[src/rtl/adma_dm_axi_aw.sv]
`default_nettype none
// +----------------------------------------------------------------------------+
// | Module   : adma_dm_axi_aw                                                  |
// | Purpose  : AXI write-address issuer for the DMA datamover. Round-robin     |
// |            arbitrates per-channel write-burst requests, drives the AXI AW  |
// |            channel, pushes ordering info to the B-response and W-data      |
// |            stages and tracks per-channel outstanding writes.               |
// | Option   : define ADMA_AW_4KB_CHECK_EN to reject INCR bursts that cross a  |
// |            4 KB boundary (atx_bnd_err pulse instead of an AW).             |
// | Ports    : clk/rst            - clock, synchronous active-high reset      |
// |            atx_vld/atx_rdy    - per-channel request handshake             |
// |            atx_id/awaddr/awlen/awsize/awburst - per-channel request fields |
// |                                 (flattened, channel c at slice c)         |
// |            atx_done           - per-channel completion from B stage       |
// |            atx_bnd_err        - per-channel 4 KB reject pulse             |
// |            chn_ostd_idle      - per-channel "no writes outstanding"       |
// |            b_ord_* / w_ord_*  - order pushes to B and W stages            |
// |            m_aw*              - AXI AW master channel                     |
// | Revision : 1.0 - initial release                                           |
// +----------------------------------------------------------------------------+
module adma_dm_axi_aw #(
   parameter int DMA_CHN_NUM   = 4,
   parameter int MST_ID_W      = 5,
   parameter int DST_ADDR_W    = 32,
   parameter int ATX_LEN_W     = 8,
   parameter int ATX_SIZE_W    = 3,
   parameter int ATX_BURST_W   = 2,
   parameter int CHN_OSTD_MAX  = 4,
   // derived, do not override
   parameter int DMA_CHN_NUM_W = (DMA_CHN_NUM > 1) ? $clog2(DMA_CHN_NUM) : 1
) (
   input  logic                               clk,
   input  logic                               rst,
   input  logic [DMA_CHN_NUM-1:0]             atx_vld,
   output logic [DMA_CHN_NUM-1:0]             atx_rdy,
   input  logic [DMA_CHN_NUM*MST_ID_W-1:0]    atx_id,
   input  logic [DMA_CHN_NUM*DST_ADDR_W-1:0]  atx_awaddr,
   input  logic [DMA_CHN_NUM*ATX_LEN_W-1:0]   atx_awlen,
   input  logic [DMA_CHN_NUM*ATX_SIZE_W-1:0]  atx_awsize,
   input  logic [DMA_CHN_NUM*ATX_BURST_W-1:0] atx_awburst,
   input  logic [DMA_CHN_NUM-1:0]             atx_done,
   output logic [DMA_CHN_NUM-1:0]             atx_bnd_err,
   output logic [DMA_CHN_NUM-1:0]             chn_ostd_idle,
   output logic [DMA_CHN_NUM_W-1:0]           b_ord_chn_id,
   output logic [MST_ID_W-1:0]                b_ord_awid,
   output logic                               b_ord_vld,
   input  logic                               b_ord_rdy,
   output logic [DMA_CHN_NUM_W-1:0]           w_ord_chn_id,
   output logic [ATX_LEN_W-1:0]               w_ord_len,
   output logic                               w_ord_vld,
   input  logic                               w_ord_rdy,
   output logic [MST_ID_W-1:0]                m_awid_o,
   output logic [DST_ADDR_W-1:0]              m_awaddr_o,
   output logic [ATX_LEN_W-1:0]               m_awlen_o,
   output logic [ATX_SIZE_W-1:0]              m_awsize_o,
   output logic [ATX_BURST_W-1:0]             m_awburst_o,
   output logic                               m_awvalid_o,
   input  logic                               m_awready_i
);

   localparam int                       OSTD_W     = $clog2(CHN_OSTD_MAX + 1);
   localparam logic [OSTD_W-1:0]        OSTD_MAX_V = OSTD_W'(CHN_OSTD_MAX);
   localparam logic [DMA_CHN_NUM_W-1:0] LAST_CHN   = DMA_CHN_NUM_W'(DMA_CHN_NUM - 1);
   localparam logic [DMA_CHN_NUM_W:0]   CHN_NUM_V  = (DMA_CHN_NUM_W + 1)'(DMA_CHN_NUM);

   typedef enum logic {
      IDLE  = 1'b0,
      ISSUE = 1'b1
   } state_t;

   state_t                   state;
   state_t                   state_nxt;
   logic [DMA_CHN_NUM_W-1:0] rr_ptr;
   logic [OSTD_W-1:0]        ostd_cnt [DMA_CHN_NUM];
   logic [DMA_CHN_NUM-1:0]   elig;
   logic                     grant_vld;
   logic [DMA_CHN_NUM_W-1:0] grant;
   logic [DMA_CHN_NUM_W:0]   arb_idx;
   logic                     accept;
   logic                     issue;
   logic                     bnd_fail;

   logic [MST_ID_W-1:0]      sel_id;
   logic [DST_ADDR_W-1:0]    sel_addr;
   logic [ATX_LEN_W-1:0]     sel_len;
   logic [ATX_SIZE_W-1:0]    sel_size;
   logic [ATX_BURST_W-1:0]   sel_burst;

   // A channel competes only while it has room for another outstanding write.
   generate
      for (genvar c = 0; c < DMA_CHN_NUM; c++) begin : g_elig
         assign elig[c] = atx_vld[c] && (ostd_cnt[c] < OSTD_MAX_V);
      end
   endgenerate

   // Round-robin search: first eligible channel at or after rr_ptr, wrapping.
   always_comb begin
      grant_vld = 1'b0;
      grant     = '0;
      arb_idx   = '0;
      for (int i = 0; i < DMA_CHN_NUM; i++) begin
         arb_idx = {1'b0, rr_ptr} + (DMA_CHN_NUM_W + 1)'(i);
         if (arb_idx >= CHN_NUM_V) begin
            arb_idx = arb_idx - CHN_NUM_V;
         end
         if (!grant_vld && elig[arb_idx[DMA_CHN_NUM_W-1:0]]) begin
            grant_vld = 1'b1;
            grant     = arb_idx[DMA_CHN_NUM_W-1:0];
         end
      end
   end

   // Request-field mux for the granted channel.
   always_comb begin
      sel_id    = '0;
      sel_addr  = '0;
      sel_len   = '0;
      sel_size  = '0;
      sel_burst = '0;
      for (int c = 0; c < DMA_CHN_NUM; c++) begin
         if (grant == DMA_CHN_NUM_W'(c)) begin
            sel_id    = atx_id[c*MST_ID_W +: MST_ID_W];
            sel_addr  = atx_awaddr[c*DST_ADDR_W +: DST_ADDR_W];
            sel_len   = atx_awlen[c*ATX_LEN_W +: ATX_LEN_W];
            sel_size  = atx_awsize[c*ATX_SIZE_W +: ATX_SIZE_W];
            sel_burst = atx_awburst[c*ATX_BURST_W +: ATX_BURST_W];
         end
      end
   end

`ifdef ADMA_AW_4KB_CHECK_EN
   // Byte span can reach 256 << 7 = 32 KB, so 20 bits never overflow.
   logic [19:0] bnd_bytes;
   logic [19:0] bnd_end;

   assign bnd_bytes = (20'(sel_len) + 20'd1) << sel_size;
   assign bnd_end   = 20'(sel_addr[11:0]) + bnd_bytes;
   assign bnd_fail  = (sel_burst == ATX_BURST_W'(1)) && (bnd_end > 20'd4096);

   generate
      for (genvar c = 0; c < DMA_CHN_NUM; c++) begin : g_bnd_err
         assign atx_bnd_err[c] = accept && bnd_fail && (grant == DMA_CHN_NUM_W'(c));
      end
   endgenerate
`else
   assign bnd_fail    = 1'b0;
   assign atx_bnd_err = '0;
`endif

   // FSM state register.
   always_ff @(posedge clk) begin
      if (rst) begin
         state <= IDLE;
      end else begin
         state <= state_nxt;
      end
   end

   // FSM next state and accept decision. Accepts only happen in IDLE, so the
   // AW handshake cycle can never also accept a new request.
   always_comb begin
      state_nxt = state;
      accept    = 1'b0;
      case (state)
         IDLE: begin
            if (!rst && grant_vld && b_ord_rdy && w_ord_rdy) begin
               accept = 1'b1;
               if (!bnd_fail) begin
                  state_nxt = ISSUE;
               end
            end
         end
         ISSUE: begin
            if (m_awready_i) begin
               state_nxt = IDLE;
            end
         end
         default: state_nxt = IDLE;
      endcase
   end

   // A rejected (boundary-crossing) accept consumes the request but issues nothing.
   assign issue = accept && !bnd_fail;

   generate
      for (genvar c = 0; c < DMA_CHN_NUM; c++) begin : g_rdy
         assign atx_rdy[c] = accept && (grant == DMA_CHN_NUM_W'(c));
      end
   endgenerate

   assign b_ord_vld    = issue;
   assign b_ord_chn_id = grant;
   assign b_ord_awid   = sel_id;
   assign w_ord_vld    = issue;
   assign w_ord_chn_id = grant;
   assign w_ord_len    = sel_len;

   // Valid comes straight from the state register: no path from m_awready_i.
   assign m_awvalid_o  = (state == ISSUE);

   always_ff @(posedge clk) begin
      if (rst) begin
         m_awid_o    <= '0;
         m_awaddr_o  <= '0;
         m_awlen_o   <= '0;
         m_awsize_o  <= '0;
         m_awburst_o <= '0;
      end else if (issue) begin
         m_awid_o    <= sel_id;
         m_awaddr_o  <= sel_addr;
         m_awlen_o   <= sel_len;
         m_awsize_o  <= sel_size;
         m_awburst_o <= sel_burst;
      end
   end

   always_ff @(posedge clk) begin
      if (rst) begin
         rr_ptr <= '0;
      end else if (accept) begin
         rr_ptr <= (grant == LAST_CHN) ? '0 : grant + 1'b1;
      end
   end

   // Outstanding counters: a done at zero is spurious and ignored; a
   // simultaneous increment and decrement cancel out.
   generate
      for (genvar c = 0; c < DMA_CHN_NUM; c++) begin : g_ostd
         logic inc;
         logic dec;

         assign inc = issue && (grant == DMA_CHN_NUM_W'(c));
         assign dec = atx_done[c] && (ostd_cnt[c] != '0);

         always_ff @(posedge clk) begin
            if (rst) begin
               ostd_cnt[c] <= '0;
            end else if (inc && !dec) begin
               ostd_cnt[c] <= ostd_cnt[c] + 1'b1;
            end else if (dec && !inc) begin
               ostd_cnt[c] <= ostd_cnt[c] - 1'b1;
            end
         end

         assign chn_ostd_idle[c] = (ostd_cnt[c] == '0);
      end
   endgenerate

endmodule
`default_nettype wire

[config.mk]
export PLATFORM = sky130hd
export DESIGN_NAME = adma_dm_axi_aw
export DESIGN_NICKNAME = d
export VERILOG_FILES = /design/src/rtl/adma_dm_axi_aw.sv
export SDC_FILE = /design/constraint.sdc
export NUM_CORES = 1
export LEC_CHECK = 0
export BUFFER_PORTS_ARGS = -buffer_cell sky130_fd_sc_hd__buf_4
export CAP_MARGIN = 25
export CELL_PAD_IN_SITES_DETAIL_PLACEMENT = 0
export CELL_PAD_IN_SITES_GLOBAL_PLACEMENT = 1
export CORE_MARGIN = 2
export CORE_UTILIZATION = 31
export DETAILED_ROUTE_END_ITERATION = 10
export GPL_TIMING_DRIVEN = 0
export PLACE_DENSITY_LB_ADDON = 0.1
export SLEW_MARGIN = 20
export SYNTH_ARGS = -nofsm -noshare
export SYNTH_HDL_FRONTEND = slang
export SYNTH_SLANG_ARGS = --single-unit
[constraint.sdc]
create_clock -name clk -period 4.8 [get_ports clk]
set_input_delay 0.96 -clock clk [delete_from_list [all_inputs] [get_ports clk]]
set_output_delay 0.96 -clock clk [all_outputs]
set_load 0.03 [all_outputs]
[After elaboration in Yosys (flattened, before gate mapping)]
Memory sizes are Yosys's and may differ from the RTL's.
Index checks and enable logic that the tools add are counted.
Storage, ports and cells
  register bits: 53
  latch bits: 0
  memory bits (writable): 12
  memory bits (read-only): 0
  input bits: 213
  word-level logic and storage cells: 178
  memories kept: 1
Cells by class
  add/subtract/negate cells: 16
  $mul: 0
  div/mod/pow operators: 0
  order comparisons: 12
  equal/unequal tests: 3
  shift-type cells: 0
  mux-type cells: 83
  bitwise logic cells: 9
  reductions and logical operators: 47
Memory list
  ostd_cnt: depth 4, width 3, read ports 4, clocked after memory_dff 0, write ports 4, line 74  | logic [OSTD_W-1:0] ostd_cnt [DMA_CHN_NUM];
Operators by type and width (count)
  $mux W32: 4
  $mux W1: 41
  $mux W3: 12
  $mux W8: 4
  $logic_and A1 B1 Y1: 26
  $mux W2: 13
  $mux W5: 4
  $add A3 B1 Y3 const B: 4
  $logic_not A1 Y1: 12
  $logic_not A3 Y1: 4
  $lt A2 B3 Y1 const B: 4
  $lt A3 B3 Y1 const B: 4
  $reduce_bool A3 Y1: 4
  $sub A3 B1 Y3 const B: 4
  $ge A3 B3 Y1 const B: 3
  $bmux W1 S2: 4
  $or A1 B1 Y1: 8
  $sub A2 B1 Y2 const B: 4
  $add A2 B2 Y3 const B: 2
  $eq A2 B2 Y1 const B: 2
  $add A2 B1 Y3 const B: 1
  $ge A2 B3 Y1 const B: 1
  $add A2 B1 Y2 const B: 1
  $eq A2 B1 Y1 const B: 1
  3 further kinds: 3

[Logic depth before layout (Yosys ltp)]
Gate-level depths: netlist of the first run.
An unclocked memory read counts as a cell.
  depth in word-level cells: 28
  gate-level depth with buffers: 13

[Worst setup path before layout of the first run]
OpenSTA, ideal clock, no wires.
  path kind: input port to output port
  start point: input atx_vld[0]
  end point: output b_ord_awid[3]
  data arrival time: 3.484 ns
  required time: 3.840 ns
  setup slack: 0.356 ns
  stages: 9
  cell sequence: nor2b_1 a21o_1 a21oi_1 o22a_1 ha_1 clkbuf_1 clkbuf_1 a211oi_1 a211oi_1
On the way
  word-level cells in the longest chain between the ends: 18
RTL lines
  start, declared: line 34  | input logic [DMA_CHN_NUM-1:0] atx_vld,
  $logic_and A1 B1 Y1 (*): line 92  | assign elig[c] = atx_vld[c] && (ostd_cnt[c] < OSTD_MAX_V);
  $bmux W1 S2: line 106  | if (!grant_vld && elig[arb_idx[DMA_CHN_NUM_W-1:0]]) begin
  $mux W1 (implied by the code): line 106
  $mux W1: line 106
  $logic_not A1 Y1: line 106
  $logic_and A1 B1 Y1: line 106
  $mux W1: line 106
  $logic_not A1 Y1: line 106
  $logic_and A1 B1 Y1: line 106
  $mux W1: line 106
  $logic_not A1 Y1: line 106
  $logic_and A1 B1 Y1: line 106
  $mux W2 (*): line 106
  via b_ord_chn_id[1]: line 44  | output logic [DMA_CHN_NUM_W-1:0] b_ord_chn_id,
  $logic_not A2 Y1: line 121  | if (grant == DMA_CHN_NUM_W'(c)) begin
  $mux W5 (3 in series): line 121
  $mux W5 (*): line 121
  end, declared: line 45  | output logic [MST_ID_W-1:0] b_ord_awid,
Mark *: on every way through the listed nets, which the timed path passes. The rest lies on a longest branch. The select of a mux whose other input is x is not followed.

[Final worst setup path of the first run]
  start point: input atx_vld[3]
  end point: output w_ord_len[7]
On the way
  word-level cells in the longest chain between the ends: 18
RTL lines
  $logic_and A1 B1 Y1 (*): line 92
  $bmux W1 S2: line 106
  $mux W1 (implied by the code): line 106
  $mux W1: line 106
  $logic_not A1 Y1: line 106
  $logic_and A1 B1 Y1: line 106
  $mux W1: line 106
  $logic_not A1 Y1: line 106
  $logic_and A1 B1 Y1: line 106
  $mux W1: line 106
  $logic_not A1 Y1: line 106
  $logic_and A1 B1 Y1: line 106
  $mux W2 (*): line 106
  $logic_not A2 Y1: line 121
  $mux W8 (3 in series): line 121
  $mux W8 (*): line 121
  end, declared: line 49  | output logic [ATX_LEN_W-1:0] w_ord_len,
Every way passes the cells marked *; elsewhere a longest branch is shown, timed or not. The select of a mux whose other input is x is not followed.

==> impl_metrics.toml, run 1 <==
[synthesis]
synth_ff_type = "dfxtp_1"
synth_top_cell_area_share_pct = 23.0
synth_enable_flop_cells = 12
synth_area_mm2 = 0.00461
synth_sequential_area_ratio_pct = 30.8
synth_cell_types = 41
synth_area_leaders = "dfxtp_1 23%, edfxtp_1 7.8%, nand3b_1 7.7%"
ys_async_sr_fraction_pct = 0
synth.cells.most_frequent = "64 x a21oi_1, 53 x dfxtp_1, 50 x clkbuf_1"
most_common_cell_in_the_synthesized_netlist = "a21oi_1"
yosys.area.top_type = "dfxtp_1"
synth.avg_cell_area_um2 = 7.65
synth-seq-cells = 65
synthesis.instances = 602
synth_warnings = 0

[sta]
layout_worst_path_cycle_share_pct = 96.1
rsz0062_at_grt = "false"
setup_violations = 0
worst_clock_skew_ns = 0.00594
timing.slew.headroom_pct = 47.6
finalWorstPathRequiredPeriod_ns = 4.61
final_max_slew_viol_count = 0
final-hold-violation-count = 0
tightest_slew_ns = 0.785
max_clock_freq_mhz = 217
finalHoldWorstSlack_ns = 0.453

[clocking]
clk_root_buffer_cell = "clkbuf_16"
cts_inserted_buffers = 9
clkSinkCount = 65
cts_tree = "done"
cts_htree_levels = 3
clock_insertion_delay_worst_skew_ns = 0.34
ctsLongestPathBuffers = 2
cts.clk_slew.worst_paths_ns = 0.05

[cells_and_area]
layout.area.seq_mm2 = 0.00142
multiInputGateArea_mm2 = 0.00270
final_cells = 1094
fraction_of_final_layout_cells_with_drive_strength_greater_than_1_pct = 36.5
fillCellCount = 1520
ant_cells = 0
layout.cell_area.non_filler_mm2 = 0.00732
layout.nets = 1132
area_growth_syn_to_layout_pct = 58.9

[critical_path]
worstPathArrival_ns = 3.65
endpoint_kind = "output pin"
crit_required_ns = 3.84
critPathLaunchType = "input port"
critical_path_class = "input port to output pin"
critical_path_peak_fanout = 10

[routing]
wl_per_cell_um = 18.5
vias_per_cell = 5.32
drc = 0
drt_first_iter_violations = 282
detail-route-antenna-nets = 0
postRouteWirelength_mm = 20.3
via_count = 5822
firstDrtPassIters = 5

[outcome]
status = "finished, final reports clean"

[global_route]
grt_use_total_pct = 24.6
via_count_of_the_first_global_routing_pass = 5803
overflow = 0
number_of_antenna_violations_at_the_first_check_in_global_routing = 0
grt_pass1_wl_mm = 30.9
grt_start_max_net_pins = 12

[power_and_ir_drop]
total_leakage_power_uw = 0.00325
powerDensity_mw_per_mm2 = 353
p_total_uw = 2590
vdd_ir_drop_max_uv = 200

[floorplan]
ioPinCount = 295
dieHeight_um = 126
number_of_core_rows = 44
coreArea_mm2 = 0.0145
effective_utilization_at_floorplan_pct = 31.7
floorplan.die.width_um = 126
dieArea_mm2 = 0.0159

[placed_design]
portBuffers = 290
hpwl_mm = 16.1
placed_instances = 1079
finalWeightedCongestion = 0.869
placed_area_mm2 = 0.00703

[min_path]
hold_path.class = "flop to flop"

[flow_run]
cap_viol_max_count = 0
routing by layer:
metal	up-vias	track usage, %	wire, µm
li1	2808	-	-
met1	2743	29.1	8180
met2	238	43.4	10100
met3	33	6.75	1600
met4	0	7.43	407
met5	-	0	0
area by class of cell:
class,count,share of cell area [%]
multi-input cells,423,36.9
clock buffers,11,3.60
repair buffers,290,29.7
flip-flops and latches,65,19.4
plain buffers,69,4.41
clock inverters,5,0.376
well taps,184,3.14
inverters,47,2.41
flip-flops by register name (all words and copies together) (netlist names):
| signal | cells |
|---|---|
| m_awburst_o | 2 |
| m_awaddr_o | 32 |
| m_awvalid_o | 1 |
| ostd_cnt | 12 |
| m_awid_o | 5 |
| m_awlen_o | 8 |
| m_awsize_o | 3 |
| rr_ptr | 2 |
path summary, 6_finish.rpt:
path,start,end,slack (ns),depth (start not counted)
max reg2reg,ostd_cnt[3][2],ostd_cnt[3][0],1.10,10
max,atx_vld[3],w_ord_len[7],0.19,12
min reg2reg,m_awlen_o[2],m_awlen_o[2],0.45,2
min,m_awlen_o[2],m_awlen_o[2],0.45,2
logic make-up (layout without fill, tap and decap cells):
logic type	count (synthesis)	in the layout	synth area share (%)
other	1	4	0.0814
XOR/XNOR	7	7	1.33
adder cells (fa/ha/maj)	14	14	3.96
AO/OA/AOI/OAI	196	196	29.3
multiplexers	3	3	0.652
flip-flops	65	65	30.8
buffers and inverters	117	422	10.8
AND/OR/NAND/NOR	199	199	23.1
critical path, stage by stage:
cell and delay (ns):
buf_4 0.08, nor2b_1 0.30, o22ai_1 0.15, nand2_1 0.12
and3_1 0.26, ha_1 0.23, clkbuf_1 0.43, inv_1 0.18
clkbuf_1 0.30, o22ai_1 0.34, a31oi_1 0.09, buf_4 0.19
what timing repair did:
action | 4_1_cts | 5_1_grt
hold buffers | 0 | 0
endpoints found under the setup margin | 10 | 13
gates resized for setup | 1 | 9
setup buffers | 0 | 0
where the power goes:
part           internal [µW]  switching (µW)
clock                    391             260
combinational            527             768
sequential               607            35.0
layout by cell type (no fill, tap or decap), drive strengths merged, types with 10 or more instances in the layout:
cell	netlist	final
dfxtp	53	53
a31oi	12	12
a21oi	64	64
edfxtp	12	12
nor2	41	41
ha	13	13
o22ai	17	17
nand2	36	36
clkbuf	50	60
a221oi	37	37
inv	47	47
nor3	38	38
nand2b	10	10
buf	20	310
a211oi	34	34
nand3b	47	47
a311o	12	12
through the flow:
stage / setup WS [ns] / utilization (%) / setup TNS (ns)
3_3_place_gp: -0.0922 / 48.3 / -0.679
2_1_floorplan: 0.356 / - / 0
6_report: 0.189 / 50.4 / 0
3_5_place_dp: -0.0554 / 48.3 / -0.419
4_1_cts: 0.0828 / 50.4 / 0
5_1_grt: 0.0304 / 50.4 / 0
Power figures use the tool's default switching activity.
==> run 2, diff against run 1 <==
==> constraint.sdc (replaced) <==
create_clock -name clk -period 4.8 [get_ports clk]
set_input_delay 0.48 -clock clk [delete_from_list [all_inputs] [get_ports clk]]
set_output_delay 0.48 -clock clk [all_outputs]
set_load 0.03 [all_outputs]
==> run 2 against run 1 <==
Effect of this change:
- clock power hardly changed
- maximum frequency is 7.7% higher
- utilization hardly changed
- clock skew is 0.00054 ns higher
- first-iteration DRC count is 14% lower
- via count hardly changed
- routed wire length hardly changed
- cell count hardly changed
- worst setup slack better by 0.33 ns
- register-to-register slack better by 0.05 ns
- largest cell class unchanged
- largest power group unchanged
- highest routed layer unchanged
==> impl_metrics.toml, run 2 (synthesized netlist as in run 1, its figures left out) <==
[floorplan]
coreArea_mm2 = 0.0145
floorplan.die.width_um = 126
ioPinCount = 295
number_of_core_rows = 44
dieArea_mm2 = 0.0159
dieHeight_um = 126
effective_utilization_at_floorplan_pct = 31.7

[power_and_ir_drop]
powerDensity_mw_per_mm2 = 353
total_leakage_power_uw = 0.00324
vdd_ir_drop_max_uv = 200

[cells_and_area]
regs_by_ff_count = "m_awaddr_o x32, ostd_cnt x12, m_awlen_o x8"
mostFrequentLayoutCell = "buf_4"
max_flop_register = "m_awaddr_o"
final_cells = 1095
most-common-layout-cells = "304 x buf_4, 64 x a21oi_1, 53 x dfxtp_1"
ant_cells = 0
layout.nets = 1133
fraction_of_final_layout_cells_with_drive_strength_greater_than_1_pct = 35.8
largest_reg_flops = 32
fillCellCount = 1524
final_core_util_pct = 50.4
area_growth_syn_to_layout_pct = 58.8

[clocking]
clk_root_buffer_cell = "clkbuf_16"
cts.clk_slew.worst_paths_ns = 0.05
cts_htree_levels = 3
clock_insertion_delay_worst_skew_ns = 0.34
cts_inserted_buffers = 9
clkSinkCount = 65
postCtsHoldBufs = 0
ctsLongestPathBuffers = 2
cts_resized = 0
cts_tree = "done"
cts_setup_buffers = 0

[routing]
vias_per_cell = 5.31
drt_first_iter_violations = 243
detail-route-antenna-nets = 0
firstDrtPassIters = 5
postRouteWirelength_mm = 20.3
via_count = 5818
drc = 0
wl_per_cell_um = 18.5

[min_path]
worstHoldPathCells = 3
hold_path.class = "input port to flop"

[placed_design]
placed_instances = 1079
portBuffers = 290
finalWeightedCongestion = 0.869
hpwl_mm = 16.1
dp_worst_setup_slack_ns = 0.905

[sta]
final_max_slew_viol_count = 0
layout_worst_path_cycle_share_pct = 89.2
timing.slew.headroom_pct = 48.1
rsz0062_at_grt = "false"
final-hold-violation-count = 0
tightest_slew_ns = 0.778
finalSetupTns_ns = 0
setup_violations = 0
worst_clock_skew_ns = 0.00647
finalWorstSetupSlack_ns = 0.518
finalHoldWorstSlack_ns = 0.409
max_clock_freq_mhz = 234
finalWorstPathRequiredPeriod_ns = 4.28

[critical_path]
critPathSlowestCell = "edfxtp_1"
critical-path-top-cell-by-count = "clkbuf_1"
critPathBufInv = 4
crit_path_cell_trace = "nor3b_1 > a21oi_1 > o21a_1 > and3_1 > ha_1 > clkbuf_1 > nor2_1 > clkbuf_1 > clkbuf_1 > a31oi_1 > buf_4"
critical_path_class = "flop to output pin"
worstPathArrival_ns = 3.80
endpoint_kind = "output pin"
critical_path_peak_fanout = 10
number_of_cells_on_the_critical_path = 11
critPathTopFamily = "buffers and inverters"
crit_required_ns = 4.32
cell_depth_of_the_worst_flop_to_flop_path = 10
critical_path.max_stage_delay_ns = 0.50
critPathLaunchType = "flop"

[global_route]
number_of_antenna_violations_at_the_first_check_in_global_routing = 0
via_count_of_the_first_global_routing_pass = 5803
overflow = 0
grt_use_total_pct = 24.6
grt_start_max_net_pins = 12
grt_pass1_wl_mm = 30.9

[flow_run]
cap_viol_max_count = 0

[outcome]
status = "finished, final reports clean"
==> run 2: power breakdown <==
part | switching (µW) | total [µW] | leakage, µW | internal, µW
registers | 34.7 | 642 | 0.000561 | 607
logic | 768 | 1290 | 0.00253 | 523
clock network | 260 | 651 | 0.000146 | 391
total | 1060 | 2580 | 0.00324 | 1520
==> run 2: worst register-to-register path: stages (launching register included) <==
cell and delay (ns):
edfxtp_1 0.47, nor2b_1 0.33, o22ai_1 0.14, nand2_1 0.11, and3_1 0.26, ha_1 0.23
clkbuf_1 0.41, clkbuf_1 0.40, clkbuf_1 0.49, nand3_1 0.26, nand3b_1 0.24
==> run 2: layout make-up <==
cell class / instances / area [µm²] / area share, %
Buffer: 70 / 320 / 4.38
Clock buffer: 11 / 264 / 3.61
Clock inverter: 5 / 27.5 / 0.376
Inverter: 47 / 176 / 2.41
Multi-Input combinational cell: 423 / 2700 / 36.9
Sequential cell: 65 / 1420 / 19.4
Tap cell: 184 / 230 / 3.15
Timing Repair Buffer: 290 / 2180 / 29.7
==> run 2: final timing paths <==
kind	startpoint	end	slack (ns)
min	m_awready_i	m_awvalid_o	0.41
max reg2reg	ostd_cnt[3][2]	ostd_cnt[3][2]	1.15
max	ostd_cnt[0][2]	b_ord_awid[1]	0.52
min reg2reg	m_awlen_o[2]	m_awlen_o[2]	0.45
==> run 2: through the flow <==
stage               power, µW  instance area, µm²
floorplan                1450                4620
global placement         1920                7030
detailed placement       1940                7030
CTS                      2590                7320
global route             2730                7320
finish                   2580                7320
==> run 2: per-layer routing <==
layer	global-route usage [%]	up-vias	share of wire, %
met1	29.1	2749	41
met3	6.75	28	8.0
met2	43.4	233	50
met5	0	-	0
met4	7.43	0	1.9
li1	-	2808	-
==> run 3, diff against run 2 <==
--- a/config.mk
+++ b/config.mk
@@ -5,12 +5,13 @@
 export SDC_FILE = /design/constraint.sdc
 export NUM_CORES = 1
 export LEC_CHECK = 0
+export ABC_AREA = 1
 export BUFFER_PORTS_ARGS = -buffer_cell sky130_fd_sc_hd__buf_4
 export CAP_MARGIN = 25
 export CELL_PAD_IN_SITES_DETAIL_PLACEMENT = 0
 export CELL_PAD_IN_SITES_GLOBAL_PLACEMENT = 1
 export CORE_MARGIN = 2
-export CORE_UTILIZATION = 31
+export CORE_UTILIZATION = 30
 export DETAILED_ROUTE_END_ITERATION = 10
 export GPL_TIMING_DRIVEN = 0
 export PLACE_DENSITY_LB_ADDON = 0.1
==> run 3 against run 2 <==
Effect of this change:
- clock skew shrank 0.00096 ns
- cell count is 20% higher
- maximum frequency fell by 1.5%
- worst setup slack got worse by 0.063 ns
- clock-buffer cell count up 2
- synthesized cell count rose by 32%
- combinational power is 75% higher
- largest power group unchanged
==> impl_metrics.toml, run 3 <==
[outcome]
status = "finished, final reports clean"

[sta]
finalWorstPathRequiredPeriod_ns = 4.34
worst_clock_skew_ns = 0.00552
layout_worst_path_cycle_share_pct = 90.5
final-hold-violation-count = 0
tightest_slew_ns = 0.633
setup_violations = 0
rsz0062_at_grt = "false"
final_max_slew_viol_count = 0
finalSetupTns_ns = 0
max_clock_freq_mhz = 230
timing.slew.headroom_pct = 57.4

[cells_and_area]
largest_reg_flops = 32
regs_by_ff_count = "m_awaddr_o x32, ostd_cnt x12, m_awlen_o x8"
mostFrequentLayoutCell = "buf_4"
most-common-layout-cells = "302 x buf_4, 288 x nand2_1, 84 x nor2_1"
final_core_util_pct = 48.0
max_flop_register = "m_awaddr_o"
fraction_of_final_layout_cells_with_drive_strength_greater_than_1_pct = 31.9
fillCellCount = 1743
ant_cells = 0
final_cells = 1317
layout.area.seq_mm2 = 0.00142
layout.nets = 1323
multiInputGateArea_mm2 = 0.00287
layout.cell_area.non_filler_mm2 = 0.00755
area_growth_syn_to_layout_pct = 58.0

[routing]
detail-route-antenna-nets = 0
wl_per_cell_um = 14.6
via_count = 6000
drc = 0
vias_per_cell = 4.56
postRouteWirelength_mm = 19.2
firstDrtPassIters = 4
drt_first_iter_violations = 248

[placed_design]
placed_instances = 1301
finalWeightedCongestion = 0.848
portBuffers = 289
placed_area_mm2 = 0.00723
hpwl_mm = 15.6

[critical_path]
worstPathArrival_ns = 3.86
critPathLaunchType = "flop"
critical-path-top-cell-by-count = "nand2_1"
critical_path_peak_fanout = 10
endpoint_kind = "output pin"
critPathSlowestCell = "o21ai_0"
critical_path.max_stage_delay_ns = 0.54
critical_path_class = "flop to output pin"
crit_required_ns = 4.32
crit_path_cell_trace = "buf_2 > inv_2 > nand2_1 > nand2_1 > nand3_1 > nand2_2 > nand3_2 > o21ai_0 > inv_1 > ha_1 > buf_2 > nor2_2 > buf_2 > nand2_1 > nand2_1 > o21ai_0 > o21ai_0 > buf_4"
critical_path.startpoint = "rr_ptr[1]"
critPathTopFamily = "buffers and inverters"
regToRegStartpoint = "ostd_cnt[2][2]"
critPathBufInv = 6

[power_and_ir_drop]
total_leakage_power_uw = 0.00392
p_total_uw = 3620
vdd_ir_drop_max_uv = 231
powerDensity_mw_per_mm2 = 479

[clocking]
ctsLongestPathBuffers = 2
cts_tree = "done"
cts_htree_levels = 3
clkSinkCount = 65
cts.clk_slew.worst_paths_ns = 0.05
clk_root_buffer_cell = "clkbuf_16"
cts_resized = 0
postCtsHoldBufs = 0
clock_insertion_delay_worst_skew_ns = 0.34
cts_setup_buffers = 0
cts_inserted_buffers = 9

[synthesis]
synth_cell_types = 32
synthesis.instances = 793
synth_ff_type = "dfxtp_1"
synth_top_cell_area_share_pct = 22.6
synth_area_mm2 = 0.00478
ys_async_sr_fraction_pct = 0
yosys.area.top_type = "nand2_1"
synth_warnings = 0
synth.cells.most_frequent = "288 x nand2_1, 84 x nor2_1, 80 x o21ai_0"
synth.avg_cell_area_um2 = 6.03
synth_enable_flop_cells = 12
synth_area_leaders = "nand2_1 23%, dfxtp_1 22%, o21ai_0 8.4%"
synth-seq-cells = 65
synth_sequential_area_ratio_pct = 29.7
most_common_cell_in_the_synthesized_netlist = "nand2_1"

[min_path]
hold_start = "m_awready_i"
hold_path.class = "input port to flop"

[global_route]
overflow = 0
grt_start_max_net_pins = 12
number_of_antenna_violations_at_the_first_check_in_global_routing = 0
via_count_of_the_first_global_routing_pass = 5873
grt_pass1_wl_mm = 29.5
grt_use_total_pct = 22.5

[floorplan]
ioPinCount = 295
effective_utilization_at_floorplan_pct = 30.4
dieArea_mm2 = 0.0170
coreArea_mm2 = 0.0157
number_of_core_rows = 46
dieHeight_um = 130
floorplan.die.width_um = 130

[flow_run]
cap_viol_max_count = 0
-- run 3: changes by cell type in the layout (fill, tap and decap cells not counted), moves of 14 or more --
cell and delta:
o22ai_1 -17, a221oi_1 -37, nand3b_1 -47, nor3_1 -37, nor2_1 +43, o21ai_0 +73
nand3_1 +30, nand2_1 +252, clkbuf_1 -21, inv_1 -14, o21ai_1 +26, a211oi_1 -34
-- run 3: logic make-up after synthesis --
kind of cell    Yosys count  share of synthesized area (%)
compound gates          173                           18.2
fa+ha+maj                14                           3.82
simple gates            430                           36.4
xor+xnor                  7                           1.28
other cells               1                         0.0785
buf+inv                 103                           10.4
flops                    65                           29.7
-- run 3: final timing paths --
check | endpoint | slack [ns] | cells after the start
setup reg to reg | ostd_cnt[2][2] | 1.08 | 21
hold reg to reg | m_awlen_o[3] | 0.46 | 2
setup / recovery | w_ord_len[2] | 0.46 | 18
hold / removal | m_awvalid_o | 0.39 | 4
-- run 3: where the power goes --
group | internal, µW | total (µW) | switching [µW] | leakage [µW]
clock network | 438 | 683 | 244 | 0.000158
registers | 629 | 674 | 45.0 | 0.000560
logic | 810 | 2260 | 1450 | 0.00320
-- run 3: worst reg2reg max path: cells and delay by family (launching register included) --
family,cells,cell delay (ns)
xor gates and xnor gates,1,0.16
adders and majority gates,2,0.61
buffers and inverters,7,0.95
DFF,1,0.45
and+or+nand+nor,11,1.33
-- run 3: stage by stage --
stage	hold WS [ns]	worst slack, ns
floorplan	0.574	0.725
global placement	0.453	0.706
detailed placement	0.456	0.733
CTS	0.380	0.421
global route	0.406	0.0817
finish	0.389	0.455
-- run 3: area by class of cell --
type / instances / area share (%)
plain buffers: 64 / 4.64
clock buffers: 13 / 4.01
clock inverters: 3 / 0.232
inverters: 39 / 1.97
multi-input cells: 628 / 38.0
flip-flops and latches: 65 / 18.8
well taps: 216 / 3.58
repair buffers: 289 / 28.7
-- run 3: routing by layer --
layer	vias up	wire (µm)	GRT usage, %
met1	2642	7900	26.1
met2	185	9390	39.0
li1	3143	-	-
met5	-	0	0
met4	0	498	8.10
met3	30	1450	7.01
